===== src/rtl/fetch_arb_pkg.sv =====
// Shared defaults and round-robin search helper for the fetch memory arbiter.
package fetch_arb_pkg;

  localparam int NREQ_DEF = 2;
  localparam int AW_DEF   = 5;
  localparam int DW_DEF   = 32;
  localparam int MAX_NREQ = 4;
  localparam int IDX_W    = 2;   // enough to index MAX_NREQ requesters

  typedef struct packed {
    logic             found;
    logic [IDX_W-1:0] idx;
  } rr_res_t;

  // First candidate after 'last' (wrapping modulo n); found=0 if none.
  function automatic rr_res_t rr_next(input int n,
                                      input logic [IDX_W-1:0] last,
                                      input logic [MAX_NREQ-1:0] cand);
    rr_res_t r;
    int      j;
    r = '0;
    for (int k = 1; k <= MAX_NREQ; k++) begin
      if (k <= n) begin
        j = (int'(last) + k) % n;
        if (!r.found && cand[j]) begin
          r.found = 1'b1;
          r.idx   = IDX_W'(j);
        end
      end
    end
    return r;
  endfunction

endpackage


===== src/rtl/fetch_arbiter_if.sv =====
// Requester-side and memory-side bus of the fetch arbiter.
// master = requesters + memory model, slave = the arbiter itself.
interface fetch_arbiter_if #(
  parameter int NREQ = 2,
  parameter int AW   = 5,
  parameter int DW   = 32
);
  logic [NREQ-1:0]    req_valid;
  logic [NREQ-1:0]    req_we;
  logic [NREQ*AW-1:0] req_addr;
  logic [NREQ*DW-1:0] req_wdata;
  logic [NREQ-1:0]    req_ready;
  logic [NREQ-1:0]    rsp_valid;
  logic [DW-1:0]      rsp_data;
  logic               mem_we;
  logic [AW-1:0]      mem_a1;
  logic [DW-1:0]      mem_data_in;
  logic               mem_re;
  logic [AW-1:0]      mem_a2;
  logic [DW-1:0]      mem_data_out;

  modport master (
    output req_valid, req_we, req_addr, req_wdata, mem_data_out,
    input  req_ready, rsp_valid, rsp_data, mem_we, mem_a1, mem_data_in, mem_re, mem_a2
  );

  modport slave (
    input  req_valid, req_we, req_addr, req_wdata, mem_data_out,
    output req_ready, rsp_valid, rsp_data, mem_we, mem_a1, mem_data_in, mem_re, mem_a2
  );
endinterface


===== src/rtl/rr_arbiter.sv =====
// Single-port round-robin arbiter: one-hot grant, pointer moves only on a grant.
module rr_arbiter
  import fetch_arb_pkg::*;
#(
  parameter int NREQ = NREQ_DEF
) (
  input  logic             clk,
  input  logic             rst_n,
  input  logic [NREQ-1:0]  req,
  output logic [NREQ-1:0]  gnt,
  output logic             gnt_vld,
  output logic [IDX_W-1:0] gnt_idx
);

  logic [IDX_W-1:0]    last;
  logic [MAX_NREQ-1:0] req_w;
  rr_res_t             res;

  // Search from last+1 and expand the winner into a one-hot grant.
  always_comb begin
    req_w            = '0;
    req_w[NREQ-1:0]  = req;
    res              = rr_next(NREQ, last, req_w);
    gnt_vld          = res.found;
    gnt_idx          = res.idx;
    for (int i = 0; i < NREQ; i++)
      gnt[i] = res.found && (res.idx == IDX_W'(i));
  end

  // Reset to NREQ-1 so requester 0 is first in line.
  always_ff @(posedge clk) begin
    if (!rst_n)         last <= IDX_W'(NREQ - 1);
    else if (res.found) last <= res.idx;
  end

endmodule


===== src/rtl/fetch_arbiter.sv =====
// Shares the fetch memory between NREQ requesters. Read and write ports are
// arbitrated independently; read data returns one cycle after acceptance.
module fetch_arbiter
  import fetch_arb_pkg::*;
#(
  parameter int NREQ = NREQ_DEF,
  parameter int AW   = AW_DEF,
  parameter int DW   = DW_DEF
) (
  input  logic           clk,
  input  logic           rst_n,
  fetch_arbiter_if.slave bus
);

  logic [NREQ-1:0]  rd_cand, wr_cand;
  logic [NREQ-1:0]  rd_gnt, wr_gnt;
  logic             rd_vld, wr_vld;
  logic [IDX_W-1:0] rd_idx, wr_idx;
  logic             rsp_pend;
  logic [IDX_W-1:0] rsp_id;

  assign rd_cand = bus.req_valid & ~bus.req_we;
  assign wr_cand = bus.req_valid &  bus.req_we;

  rr_arbiter #(.NREQ(NREQ)) u_rd_arb (
    .clk     (clk),
    .rst_n   (rst_n),
    .req     (rd_cand),
    .gnt     (rd_gnt),
    .gnt_vld (rd_vld),
    .gnt_idx (rd_idx)
  );

  rr_arbiter #(.NREQ(NREQ)) u_wr_arb (
    .clk     (clk),
    .rst_n   (rst_n),
    .req     (wr_cand),
    .gnt     (wr_gnt),
    .gnt_vld (wr_vld),
    .gnt_idx (wr_idx)
  );

  // Steer the granted requester onto each memory port; idle ports drive zeros.
  // Everything is gated by rst_n so nothing reaches memory during reset.
  always_comb begin
    bus.mem_we      = 1'b0;
    bus.mem_a1      = '0;
    bus.mem_data_in = '0;
    bus.mem_re      = 1'b0;
    bus.mem_a2      = '0;
    for (int i = 0; i < NREQ; i++) begin
      if (rst_n && wr_gnt[i]) begin
        bus.mem_we      = 1'b1;
        bus.mem_a1      = bus.req_addr[i*AW +: AW];
        bus.mem_data_in = bus.req_wdata[i*DW +: DW];
      end
      if (rst_n && rd_gnt[i]) begin
        bus.mem_re = 1'b1;
        bus.mem_a2 = bus.req_addr[i*AW +: AW];
      end
    end
  end

  assign bus.req_ready = (rd_gnt | wr_gnt) & {NREQ{rst_n}};

  // Remember who issued the read so the registered memory data can be routed back.
  always_ff @(posedge clk) begin
    if (!rst_n) begin
      rsp_pend <= 1'b0;
      rsp_id   <= '0;
    end else begin
      rsp_pend <= rd_vld;
      if (rd_vld) rsp_id <= rd_idx;
    end
  end

  // One-hot response strobe, forced low while reset is asserted.
  always_comb begin
    for (int i = 0; i < NREQ; i++)
      bus.rsp_valid[i] = rst_n && rsp_pend && (rsp_id == IDX_W'(i));
  end

  assign bus.rsp_data = bus.mem_data_out;

endmodule


===== src/flat_wrapper.sv =====
// flat-port wrapper written by rule: the top's interface ports become plain ports
module fetch_arbiter_flat import fetch_arb_pkg::*;
#(
  parameter int NREQ = NREQ_DEF,
  parameter int AW   = AW_DEF,
  parameter int DW   = DW_DEF
)
  (clk, rst_n, bus_req_valid, bus_req_we, bus_req_addr, bus_req_wdata, bus_mem_data_out, bus_req_ready, bus_rsp_valid, bus_rsp_data, bus_mem_we, bus_mem_a1, bus_mem_data_in, bus_mem_re, bus_mem_a2);
  fetch_arbiter_if #(.NREQ(NREQ), .AW(AW), .DW(DW)) bus_i ();
  input  logic clk;
  input  logic rst_n;
  input wire logic [$bits(bus_i.req_valid)-1:0] bus_req_valid;
  input wire logic [$bits(bus_i.req_we)-1:0] bus_req_we;
  input wire logic [$bits(bus_i.req_addr)-1:0] bus_req_addr;
  input wire logic [$bits(bus_i.req_wdata)-1:0] bus_req_wdata;
  input wire logic [$bits(bus_i.mem_data_out)-1:0] bus_mem_data_out;
  output wire logic [$bits(bus_i.req_ready)-1:0] bus_req_ready;
  output wire logic [$bits(bus_i.rsp_valid)-1:0] bus_rsp_valid;
  output wire logic [$bits(bus_i.rsp_data)-1:0] bus_rsp_data;
  output wire logic [$bits(bus_i.mem_we)-1:0] bus_mem_we;
  output wire logic [$bits(bus_i.mem_a1)-1:0] bus_mem_a1;
  output wire logic [$bits(bus_i.mem_data_in)-1:0] bus_mem_data_in;
  output wire logic [$bits(bus_i.mem_re)-1:0] bus_mem_re;
  output wire logic [$bits(bus_i.mem_a2)-1:0] bus_mem_a2;
  assign bus_i.req_valid = bus_req_valid;
  assign bus_i.req_we = bus_req_we;
  assign bus_i.req_addr = bus_req_addr;
  assign bus_i.req_wdata = bus_req_wdata;
  assign bus_i.mem_data_out = bus_mem_data_out;
  assign bus_req_ready = bus_i.req_ready;
  assign bus_rsp_valid = bus_i.rsp_valid;
  assign bus_rsp_data = bus_i.rsp_data;
  assign bus_mem_we = bus_i.mem_we;
  assign bus_mem_a1 = bus_i.mem_a1;
  assign bus_mem_data_in = bus_i.mem_data_in;
  assign bus_mem_re = bus_i.mem_re;
  assign bus_mem_a2 = bus_i.mem_a2;
  fetch_arbiter #(.NREQ(NREQ), .AW(AW), .DW(DW)) u_core (.clk(clk), .rst_n(rst_n), .bus(bus_i));
endmodule

===== config.mk =====
export PLATFORM = sky130hd
export DESIGN_NAME = fetch_arbiter_flat
export DESIGN_NICKNAME = d
export VERILOG_FILES = /design/src/rtl/fetch_arb_pkg.sv /design/src/rtl/fetch_arbiter_if.sv /design/src/rtl/rr_arbiter.sv /design/src/rtl/fetch_arbiter.sv /design/src/flat_wrapper.sv
export SDC_FILE = /design/constraint.sdc
export NUM_CORES = 1
export LEC_CHECK = 0
export CAP_MARGIN = 20
export CORE_MARGIN = 4
export CORE_UTILIZATION = 22
export CTS_BUF_LIST = sky130_fd_sc_hd__clkbuf_16
export CTS_CLUSTER_SIZE = 8
export DETAILED_ROUTE_END_ITERATION = 10
export GPL_TIMING_DRIVEN = 0
export HOLD_SLACK_MARGIN = 0.05
export PLACE_DENSITY = 0.82
export SYNTH_ARGS = -nofsm -noshare
export SYNTH_HDL_FRONTEND = slang
export SYNTH_HIERARCHICAL = 1
export SYNTH_SLANG_ARGS = --single-unit

===== constraint.sdc =====
create_clock -name clk -period 2.73 [get_ports clk]
set_clock_uncertainty 0.1 [all_clocks]
set_input_delay 0.6825 -clock clk [delete_from_list [all_inputs] [get_ports clk]]
set_output_delay 0.6825 -clock clk [all_outputs]
set_load 0.02 [all_outputs]

==> reports/summary.txt, run 1 <==
outcome -> finished, final reports clean
H-tree levels -> 1
worst skew pair latency -> 0.23 ns
Vias/cell -> 4.866
flop-to-flop setup slack -> 1.75 ns
vias in the first global route -> 1987
switching share of power -> 30.74%
min cycle time layout -> 2.710 ns
hold buffer count at CTS -> 0
final hold violation count -> 0
root buf cell -> clkbuf_16
Synth Area per Inst -> 8.164 um2
total number of vias -> 1883
highest-count cells in the layout ignoring fill and taps -> 106 x clkdlybuf4s50_1, 46 x buf_4, 38 x buf_6
Post-Syn Area -> 1135 um2
final wirelength -> 6.586 mm
fin util -> 65.81%
FF-to-FF End -> u_core/rsp_id[0]$_SDFFE_PN0P_
Pins Over Slew Limit -> 0
placed insts -> 365
cell count after synthesis -> 139
FMAX -> 369.1 MHz
DIE WIDTH -> 79.82 um
Arrival @ worst endpoint -> 1.93 ns
crit end category -> output port
commonest non-fill, non-tap cell in the layout -> clkdlybuf4s50_1
Max Cap Violations -> 0
Final ANT Viol Nets -> 0
met3 WL -> 841 um
DR WL met2 -> 3.417 mm
Avg WL per Cell -> 17.02 um
Initial DRC Count -> 38
Overall Global Routing Usage -> 18.77%
sequential power share -> 9.9%
Synthesized Nets -> 251
crit path capture -> bus_mem_data_in[17]
largest net degree at the start of global routing -> 12
initial antenna violation count -> 0
n_diodes -> 0
Yosys warning count -> 6
required time worst endpoint -> 1.95 ns
total CTS buffers -> 3
HP Class -> reg2reg
Ports -> 192
DR top layer -> met4
DRC viols -> 0
setup violators final -> 0
Clock Pin Slew Worst Setup and Hold Paths -> 0.04 ns
CP Launch Type -> input pin
layout cells sized above 1 -> 46.88%
die area -> 6371 um2
Post-DP HPWL -> 4.831 mm
worst vdd ir -> 234.0 uV
WS Path Type -> in2out
Psw -> 252.5 uW
Max clock buf depth -> 2
leakage -> 1.540 nW
Initial Util -> 23.41%
PwrDens -> 257.5 nW/um2
gpl congestion -> 0.7259
M1 WL -> 2.273 mm
Worst Reg2Reg Path Length in Cells -> 4
Setup crit start -> bus_req_we[0]
RSZ-0062 raised after global routing -> true
Sink Count -> 5
Remaining Overflow, GRT -> 0
crit share post-route -> 99.25%
Tot Pwr -> 821.5 uW
core footprint -> 4848 um2
TNS Setup -> 0 ns
total iterations of the first detailed-routing run -> 4
final layout net count -> 433
Clock power frac -> 29.6%
WHS -> 0.4363 ns
first-pass GRT wire length -> 9.487 mm
worst r2r src -> u_core/u_rd_arb/last[0]$_SDFFE_PN1N_
Comb power frac -> 60.5%
Rows -> 25
final cell count without fillers -> 387
height of the die -> 79.82 um
CTS tree -> built
port bufs -> 159
Area Overhead vs Synth -> 181.1%
worst-path fanout max -> 5
Power Internal -> 569.0 uW
-- registers in the layout, summed over array words and instances, names as in the netlist --
register,flops
u_core/rsp_id,2
u_core/rsp_pend,1
u_core/u_rd_arb/last,1
u_core/u_wr_arb/last,1
-- worst min-delay path by stage --
| stage | start | endpoint | slack (ns) | depth (start not counted) |
|---|---|---|---|---|
| 2_1_floorplan | u_core/u_wr_arb/last[0]$_SDFFE_PN1N_ | u_core/u_wr_arb/last[0]$_SDFFE_PN1N_ | 0.39 | 2 |
| 3_3_place_gp | u_core/u_wr_arb/last[0]$_SDFFE_PN1N_ | u_core/u_wr_arb/last[0]$_SDFFE_PN1N_ | 0.41 | 2 |
| 3_5_place_dp | u_core/u_wr_arb/last[0]$_SDFFE_PN1N_ | u_core/u_wr_arb/last[0]$_SDFFE_PN1N_ | 0.42 | 2 |
| 4_1_cts | u_core/u_wr_arb/last[0]$_SDFFE_PN1N_ | u_core/u_wr_arb/last[0]$_SDFFE_PN1N_ | 0.43 | 2 |
| 5_1_grt | u_core/u_wr_arb/last[0]$_SDFFE_PN1N_ | u_core/u_wr_arb/last[0]$_SDFFE_PN1N_ | 0.46 | 2 |
| 6_report | u_core/u_wr_arb/last[0]$_SDFFE_PN1N_ | u_core/u_wr_arb/last[0]$_SDFFE_PN1N_ | 0.44 | 2 |
-- stage by stage --
step	instance area [um2]	setup slack, ns
floorplan	1135	0.05033
global placement	2810	-1.015
detailed placement	2810	-1.008
CTS	3129	0.00008749
global route	3191	-0.02290
finish	3191	0.02048
-- layer usage --
layer	up-vias	global-route usage, %
met5	-	0
met4	0	4.392
met2	125	36.64
met1	882	18.75
met3	6	6.546
li1	870	-
-- critical path, cell delays in order --
cell and delay, ns:
buf_6 0.09, and2_4 0.14, and2_4 0.16, nor2b_4 0.12, and2_4 0.20, bufbuf_16 0.26, a32o_2 0.14, buf_6 0.12
-- cell type report --
cell class,count,area [um2]
plain buffers,45,395.4
flip-flops and latches,5,100.1
clock inverters,1,3.754
clock buffers,3,75.07
inverters,3,18.77
repair buffers,177,1757
repair inverters,1,6.256
well taps,67,83.83
fillers,400,1658
multi-input cells,85,750.7
-- power by group through the flow --
stage	registers, mW	clock network (mW)	logic, mW
global route	0.0815	0.256	0.524
CTS	0.0810	0.248	0.487
floorplan	0.0812	0	0.200
finish	0.0811	0.243	0.497
global placement	0.0816	0	0.444
detailed placement	0.0820	0	0.447
-- what timing repair did --
item | 4_1_cts | 5_1_grt
endpoints found under the setup margin | 48 | 39
gates resized for setup | 270 | 46
pin swaps | 5 | 6
cloned | 9 | 0
buffers inserted | 11 | 0
Power figures use the tool's default switching activity.
==> inputs of run 2 (changes only) <==
--- a/config.mk
+++ b/config.mk
@@ -9,7 +9,7 @@
 export CORE_MARGIN = 4
 export CORE_UTILIZATION = 22
 export CTS_BUF_LIST = sky130_fd_sc_hd__clkbuf_16
-export CTS_CLUSTER_SIZE = 8
+export CTS_CLUSTER_SIZE = 16
 export DETAILED_ROUTE_END_ITERATION = 10
 export GPL_TIMING_DRIVEN = 0
 export HOLD_SLACK_MARGIN = 0.05
==> results of run 2 <==
Same layout as run 1: the final DEF is identical, and so are final timing and power.
